[src/rtl/dtack_gen.sv]
// dtack_gen: 68000 address decoder and /DTACK generator with per-region wait states.
// Define BOOT_OVERLAY_EN to map region 0x0 to ROM for the first BOOT_CYCLES bus cycles.
module dtack_gen #(
  parameter int RAM_WAIT    = 0,
  parameter int ROM_WAIT    = 2,
  parameter int IO_WAIT     = 4,
  parameter int WS_W        = 3,
  parameter int BOOT_CYCLES = 4
) (
  input  logic       clk,
  input  logic       reset,
  input  logic       as,
  input  logic       uds,
  input  logic       lds,
  input  logic       rw,
  input  logic [3:0] addr,
  input  logic       berr,
  output logic       dtack,
  output logic       ram_cs,
  output logic       rom_cs,
  output logic       io_cs,
  output logic       oe,
  output logic       we_u,
  output logic       we_l
);

  typedef enum logic [1:0] {S_IDLE, S_WAIT, S_ACK, S_HOLD} state_t;
  typedef enum logic [1:0] {RG_RAM, RG_ROM, RG_IO, RG_UNM} region_t;

  logic            r_as_s1;
  logic            r_as_s2;
  state_t          r_state;
  state_t          w_state_nxt;
  logic [WS_W-1:0] r_cnt;
  logic [WS_W-1:0] w_cnt_nxt;
  region_t         r_region;
  region_t         w_region_nxt;
  region_t         w_decode;
  logic [2:0]      r_cs;        // {io, rom, ram}, active-low
  logic [2:0]      w_cs_nxt;
  logic            r_dtack;
  logic            w_dtack_nxt;
  logic            w_overlay;
  logic            w_cs_any;

`ifdef BOOT_OVERLAY_EN
  localparam int BW = (BOOT_CYCLES < 1) ? 1 : $clog2(BOOT_CYCLES + 1);
  localparam logic [BW-1:0] BOOT_MAX = BW'(BOOT_CYCLES);

  logic [BW-1:0] r_boot;
  logic          w_boot_inc;

  // Every cycle that reached ACK or was terminated through HOLD counts.
  assign w_boot_inc = ((r_state == S_ACK) || (r_state == S_HOLD)) && (w_state_nxt == S_IDLE);

  always_ff @(posedge clk or negedge reset) begin
    if (!reset) begin
      r_boot <= '0;
    end else if (w_boot_inc && (r_boot != BOOT_MAX)) begin
      r_boot <= r_boot + 1'b1;
    end
  end

  assign w_overlay = (r_boot != BOOT_MAX);
`else
  // BOOT_CYCLES is inert in this build: the overlay never applies.
  assign w_overlay = (BOOT_CYCLES < 0);
`endif

  always_comb begin
    w_decode = RG_UNM;
    if (!addr[3]) begin
      w_decode = ((addr == 4'h0) && w_overlay) ? RG_ROM : RG_RAM;
    end else if (addr == 4'hE) begin
      w_decode = RG_ROM;
    end else if (addr == 4'hF) begin
      w_decode = RG_IO;
    end
  end

  always_ff @(posedge clk or negedge reset) begin
    if (!reset) begin
      r_as_s1  <= 1'b1;
      r_as_s2  <= 1'b1;
      r_state  <= S_IDLE;
      r_cnt    <= '0;
      r_region <= RG_UNM;
      r_cs     <= 3'b111;
      r_dtack  <= 1'b1;
    end else begin
      r_as_s1  <= as;
      r_as_s2  <= r_as_s1;
      r_state  <= w_state_nxt;
      r_cnt    <= w_cnt_nxt;
      r_region <= w_region_nxt;
      r_cs     <= w_cs_nxt;
      r_dtack  <= w_dtack_nxt;
    end
  end

  always_comb begin
    w_state_nxt  = r_state;
    w_cnt_nxt    = r_cnt;
    w_region_nxt = r_region;
    w_cs_nxt     = r_cs;
    unique case (r_state)
      S_IDLE: begin
        if (!r_as_s2) begin
          w_region_nxt = w_decode;
          unique case (w_decode)
            RG_RAM:  w_cnt_nxt = WS_W'(RAM_WAIT);
            RG_ROM:  w_cnt_nxt = WS_W'(ROM_WAIT);
            RG_IO:   w_cnt_nxt = WS_W'(IO_WAIT);
            default: w_cnt_nxt = '0;
          endcase
          w_state_nxt = (w_decode == RG_UNM) ? S_HOLD : S_WAIT;
        end
      end
      S_WAIT: begin
        if (r_as_s2) begin
          w_state_nxt = S_IDLE;
        end else if (!berr) begin
          w_state_nxt = S_HOLD;
        end else if (r_cnt == '0) begin
          w_state_nxt = S_ACK;
        end else begin
          w_cnt_nxt = r_cnt - 1'b1;
        end
      end
      S_ACK: begin
        if (r_as_s2) begin
          w_state_nxt = S_IDLE;
        end else if (!berr) begin
          w_state_nxt = S_HOLD;
        end
      end
      default: begin
        if (r_as_s2) begin
          w_state_nxt = S_IDLE;
        end
      end
    endcase

    // Chip select is raised one edge after T0 and then held until the cycle ends.
    if (w_state_nxt == S_IDLE) begin
      w_cs_nxt = 3'b111;
    end else if (r_state == S_WAIT) begin
      unique case (r_region)
        RG_RAM:  w_cs_nxt = 3'b110;
        RG_ROM:  w_cs_nxt = 3'b101;
        RG_IO:   w_cs_nxt = 3'b011;
        default: w_cs_nxt = 3'b111;
      endcase
    end
    w_dtack_nxt = (w_state_nxt != S_ACK);
  end

  assign dtack  = r_dtack;
  assign ram_cs = r_cs[0];
  assign rom_cs = r_cs[1];
  assign io_cs  = r_cs[2];

  assign w_cs_any = (r_cs != 3'b111);
  assign oe       = !(w_cs_any & rw & (!uds | !lds));
  assign we_u     = !(w_cs_any & !rw & !uds);
  assign we_l     = !(w_cs_any & !rw & !lds);

endmodule
[config.mk]
export PLATFORM = sky130hd
export DESIGN_NAME = dtack_gen
export DESIGN_NICKNAME = d
export VERILOG_FILES = /design/src/rtl/dtack_gen.sv
export SDC_FILE = /design/constraint.sdc
export NUM_CORES = 1
export LEC_CHECK = 0
export CELL_PAD_IN_SITES_DETAIL_PLACEMENT = 1
export CELL_PAD_IN_SITES_GLOBAL_PLACEMENT = 2
export CORE_AREA = 3 3 52 54
export DETAILED_ROUTE_END_ITERATION = 7
export DIE_AREA = 0 0 55 57
export PLACE_DENSITY_LB_ADDON = 0.05
export SLEW_MARGIN = 20
export SYNTH_ARGS = -nofsm -noshare
export SYNTH_HDL_FRONTEND = slang
export SYNTH_SLANG_ARGS = --single-unit
[constraint.sdc]
create_clock -name clk -period 1.9 [get_ports clk]
set_input_delay 0.19 -clock clk [delete_from_list [all_inputs] [get_ports clk]]
set_output_delay 0.19 -clock clk [all_outputs]
set_load 0.01 [all_outputs]
Word level (Yosys, flattened, before mapping)
Index checks and enable logic that the tools add are counted.

storage, ports and cells
  register bits = 13
  input port bits = 11
  output and inout port bits = 7
  logic and storage cells = 65

cells by class
  add/sub/neg operators = 1
  equal/unequal tests = 15
  mux-type cells = 21
  bitwise operators = 7
  reduce and logical (&&, ||, !) cells = 14

operators by type and width
  kind                                                                 number
  2-bit 2-to-1 mux                                                     10
  3-bit 2-to-1 mux                                                     6
  3-bit case mux with 2 select lines                                   2
  2-bit != test (second input constant)                                5
  3-bit case mux with 3 select lines                                   1
  2-bit == test (second input constant)                                4
  4-bit == test (second input constant)                                2
  2-bit by 1-bit == test with 1-bit output (second input constant)     3
  1-bit logical NOT                                                    6
  2-bit logical NOT                                                    3
  2-bit case mux with 3 select lines                                   1
  1-bit bitwise AND                                                    5
  5-bit AND reduction                                                  1
  2-bit nonzero test                                                   2
  3-bit logical NOT                                                    1
  3-bit != test (second input constant)                                1
  3-bit by 1-bit subtractor with 3-bit output (second input constant)  1
  2-bit AND reduction                                                  1
  1-bit 2-to-1 mux                                                     1
  1-bit inverter                                                       1
  1-bit bitwise OR                                                     1

Logic depth before layout (Yosys ltp)
Gate-level depths: netlist of run 1.

  word-level depth = 10
  gate-level depth with buffers = 6
  depth with buffers taken out = 6

Worst setup path after synthesis of run 1
No wires, ideal clock.

  path type = reg2reg
  from = register r_cnt[0]
  to = register r_cnt[0]
  library setup time = 0.125 ns
  data arrival time = 1.101 ns
  data required time = 1.775 ns
  slack = 0.674 ns
  stages on the path, launching flop included = 7
  path buffers = 0
  clock period less this slack = 1.226 ns
  cell sequence = dfrtp_1 > inv_1 > ha_1 > nor2b_1 > o21ai_0 > nand2_1 > mux2i_1

between the ends
  longest elaborated chain between the ends = 5
  elaborated cells between the ends (all ways) = 8
  those cells by class = add/sub: 1; eq/ne: 1; mux: 4; reduce/logical: 2

RTL lines
  element                                      line  source
  from (decl)                                  34    logic [WS_W-1:0] r_cnt;
  from (signal assigned)                       94    r_cnt <= w_cnt_nxt;
  3-bit by 1-bit subtractor with 3-bit output  127   w_cnt_nxt = r_cnt - 1'b1;
  3-bit 2-to-1 mux                             124   end else if (r_cnt == '0) begin
  3-bit 2-to-1 mux                             122   end else if (!berr) begin
  3-bit 2-to-1 mux                             120   if (r_as_s2) begin
  3-bit case mux with 2 select lines           106   unique case (r_state)

Parallel ways exist; a longest one is shown, timed or not. The select of a mux whose other input is x is not followed.
A chain may end at the register's enable or synchronous reset.

Worst setup path in the final report of run 1
  from = register r_cs[1]
  to = output port we_u

between the ends
  longest elaborated chain between the ends = 4

RTL lines
  element                          line  source
  from (decl)                      39    logic [2:0] r_cs;
  from (signal assigned)           96    r_cs <= w_cs_nxt;
  3-bit != test                    163   assign w_cs_any = (r_cs != 3'b111);
  1-bit bitwise AND (2 in series)  165   assign we_u = !(w_cs_any & !rw & !uds);
  1-bit logical NOT                165
  to (decl)                        23    output logic we_u,

Every way passes these cells.

==> results of run 1 <==
-- cells in the mapped netlist --
master / number / area share (%)
a21oi_1: 3 / 2.3
nand3_1: 2 / 1.5
nor2_1: 3 / 1.7
mux2_4: 1 / 2.3
nand4b_1: 1 / 1.3
inv_1: 6 / 3.4
o31ai_1: 1 / 1.1
o21ai_0: 8 / 6.1
buf_6: 1 / 1.7
nor2b_1: 1 / 0.95
a31oi_1: 3 / 2.9
nor2b_2: 1 / 1.3
nand2_1: 11 / 6.3
dfrtp_1: 5 / 19
dfstp_2: 8 / 32
ha_1: 2 / 3.8
mux2i_1: 2 / 3.0
nand2b_1: 5 / 4.8
nand4_1: 1 / 0.95
nand3b_1: 3 / 3.4
-- critical path: cells and delay by family (launching register included) --
kind                   cells  cell delay [ns]
AO/OA/AOI/OAI              1             0.11
buffers and inverters      1             0.53
flip-flops                 1             0.56
AND/OR/NAND/NOR            1             0.09
-- metrics by stage --
stage                     instances  area (um2)  power, mW
after detailed placement        112         851      0.696
after CTS                       116         877      0.867
after global routing            116         877      0.935
after global placement          112         851      0.690
after floorplan                  68         657      0.586
final                           116         877      0.856
-- area by class of cell --
type                            instances  area [um2]
Inverter                                6        22.5
Tap cell                               28        35.0
Fill cell                             284        1380
Multi-Input combinational cell         48         288
Sequential cell                        13         335
Clock buffer                            4        26.3
Timing Repair Buffer                   17         170
-- power by group through the flow --
stage,logic [mW],clock network [mW],registers [mW]
after floorplan,0.186,0,0.399
after global placement,0.282,0,0.408
after detailed placement,0.287,0,0.409
after CTS,0.290,0.173,0.404
after global routing,0.335,0.184,0.415
final,0.286,0.169,0.402
-- cell families (layout without fill, tap and decap cells) --
group / count (synthesis) / in the layout
compound gates: 15 / 15
fa+ha+maj: 2 / 2
buf+inv: 7 / 27
flops: 13 / 13
simple gates: 28 / 28
mux: 3 / 3
-- layer usage --
metal	vias up	global-route usage (%)	wire, um	share of wire [%]
met5	-	0	0	0
met4	0	3.13	14	1.0
met3	2	2.61	85	6.0
met2	15	14.9	587	42
met1	252	16.3	716	51
li1	272	-	-	-
-- state kept, by name, indices dropped and copies added (netlist names) --
register and count:
r_as_s1 1, r_cnt 3, dtack 1, r_cs 3
r_region 2, r_as_s2 1, r_state 2
-- final timing paths --
path	startpoint	end	slack [ns]	cells past startpoint
worst max-delay path	r_cs[1]	we_u	0.17	3
worst min-delay path	reset	r_state[1]	0.29	1
worst max register to register	r_cnt[0]	r_cnt[0]	0.50	6
worst min register to register	r_as_s1	r_as_s2	0.36	0
max in group asynchronous	reset	r_cs[2]	1.22	1
min in group clk	as	r_as_s1	0.33	1
==> qor.yml, run 1 <==
yosys.area_share.simple_pct: 22.3
clock-sinks: 13
worstSetupEndpointType: "primary output"
period_minus_slack_ns: 1.73
synth_compound_area_share_pct: 12.4
clockPowerShare_pct: 19.7
grt_first_pass_wirelength_um: 2520
critPathLaunchType: "flip-flop"
tightest_slew_ns: 0.600
tns_ns: 0
layout_setup_ws_ns: 0.167
power_density_mw_per_mm2: 976
insertion_delay_ns: 0.27
layout_common_cells: "17 x clkdlybuf4s50_1, 11 x nand2_1, 8 x o21ai_0, 8 x dfstp_2, 6 x inv_1"
core.rowCount: 17
syn_avg_cell_area_um2: 9.66
crit_fanout: 4
cts_setup_buffers: 0
finalWirelength_um: 1410
area_delta_synth_final_pct: 33.5
synth_xor_area_share_pct: 0
finalNetCount: 102
relSlewSlack_pct: 59.9
worstPathArrival_ns: 1.54
cts_buffers: 3
skew_ns: 0.00984
path_cells: "a31oi_1, nand2b_1, clkdlybuf4s50_1"
gp_congestion: 0.672
hold_path.class: "in -> async"
synth_top_family_by_area: "simple AND/OR/NAND/NOR gates"
rsz0062_at_grt: "false"
antenna_left: 0
grt_usage_pct: 10.7
routedWlPerCell_um: 12.1
die_h_um: 57
leakage_nw: 0.370
cts_tree: "built"
root_buffer: "clkbuf_4"
combPwrFrac_pct: 33.4
drive_gt1_share_pct: 14.8
cts_hold_buf: 0
place_ws_ns: 0.344
io_buffers: 17
syn_inst: 68
htree_levels: 1
synth-seq-cells: 13
yosys_warnings: 0
grt_overflow_total: 0
first_pass_iters: 4
outcome: "completed"
clk_path_buf_depth: 2
seqPwrFrac_pct: 46.9
ys_seq_area_share_pct: 51.0
switching_share_pct: 32.2
insertedDiodeCount: 0
synth_area_um2: 657
synth_mux_area_share_pct: 5.33
ir_drop_uv: 434
die-area_mm2: 0.00314
die_w_um: 55
utilization_pct: 38.9
slew_violations: 0
power.internal_mw: 0.581
critPathKind: "reg -> out"
cts_resized: 0
critPathMaxStageDelay_ns: 0.56
ioPinCount: 18
synth_cell_types: 20
start_util_pct: 29.1
yosys.area_share.adder_pct: 3.81
max_cap_violations: 0
grt_max_degree: 14
final-hold-violation-count: 0
syn_nets: 81
finalCritPeriodShare_pct: 91.2
worst_hold_slack_ns: 0.291
grt_pass1_vias: 562
power_switching_mw: 0.276
fmaxAchievable_ghz: 0.577
dr.first_iter.drc_count: 5
hpwl_um: 1110
worstPathRequired_ns: 1.71
drt-vias-per-instance: 4.66
final_common_cell: "clkdlybuf4s50_1"
setup_viol: 0
antenna_found_initial: 0
coreArea_mm2: 0.00225
vias: 541
path_clk_slew_ns: 0.09
drc: 0
crit_slowest_cell: "dfstp_2"
Power figures use the tool's default switching activity.
==> run 2: changes to the inputs <==
Settings changed: CAP_MARGIN from default to 20, SKIP_LAST_GASP from default to 1.
==> results of run 2 <==
The final DEF is identical to that of run 1; final timing and power are the same.
==> run 3: changes to the inputs <==
Settings changed: HOLD_SLACK_MARGIN from default to 0.12.
==> results of run 3 <==
The final DEF is identical to that of run 1; final timing and power are the same.
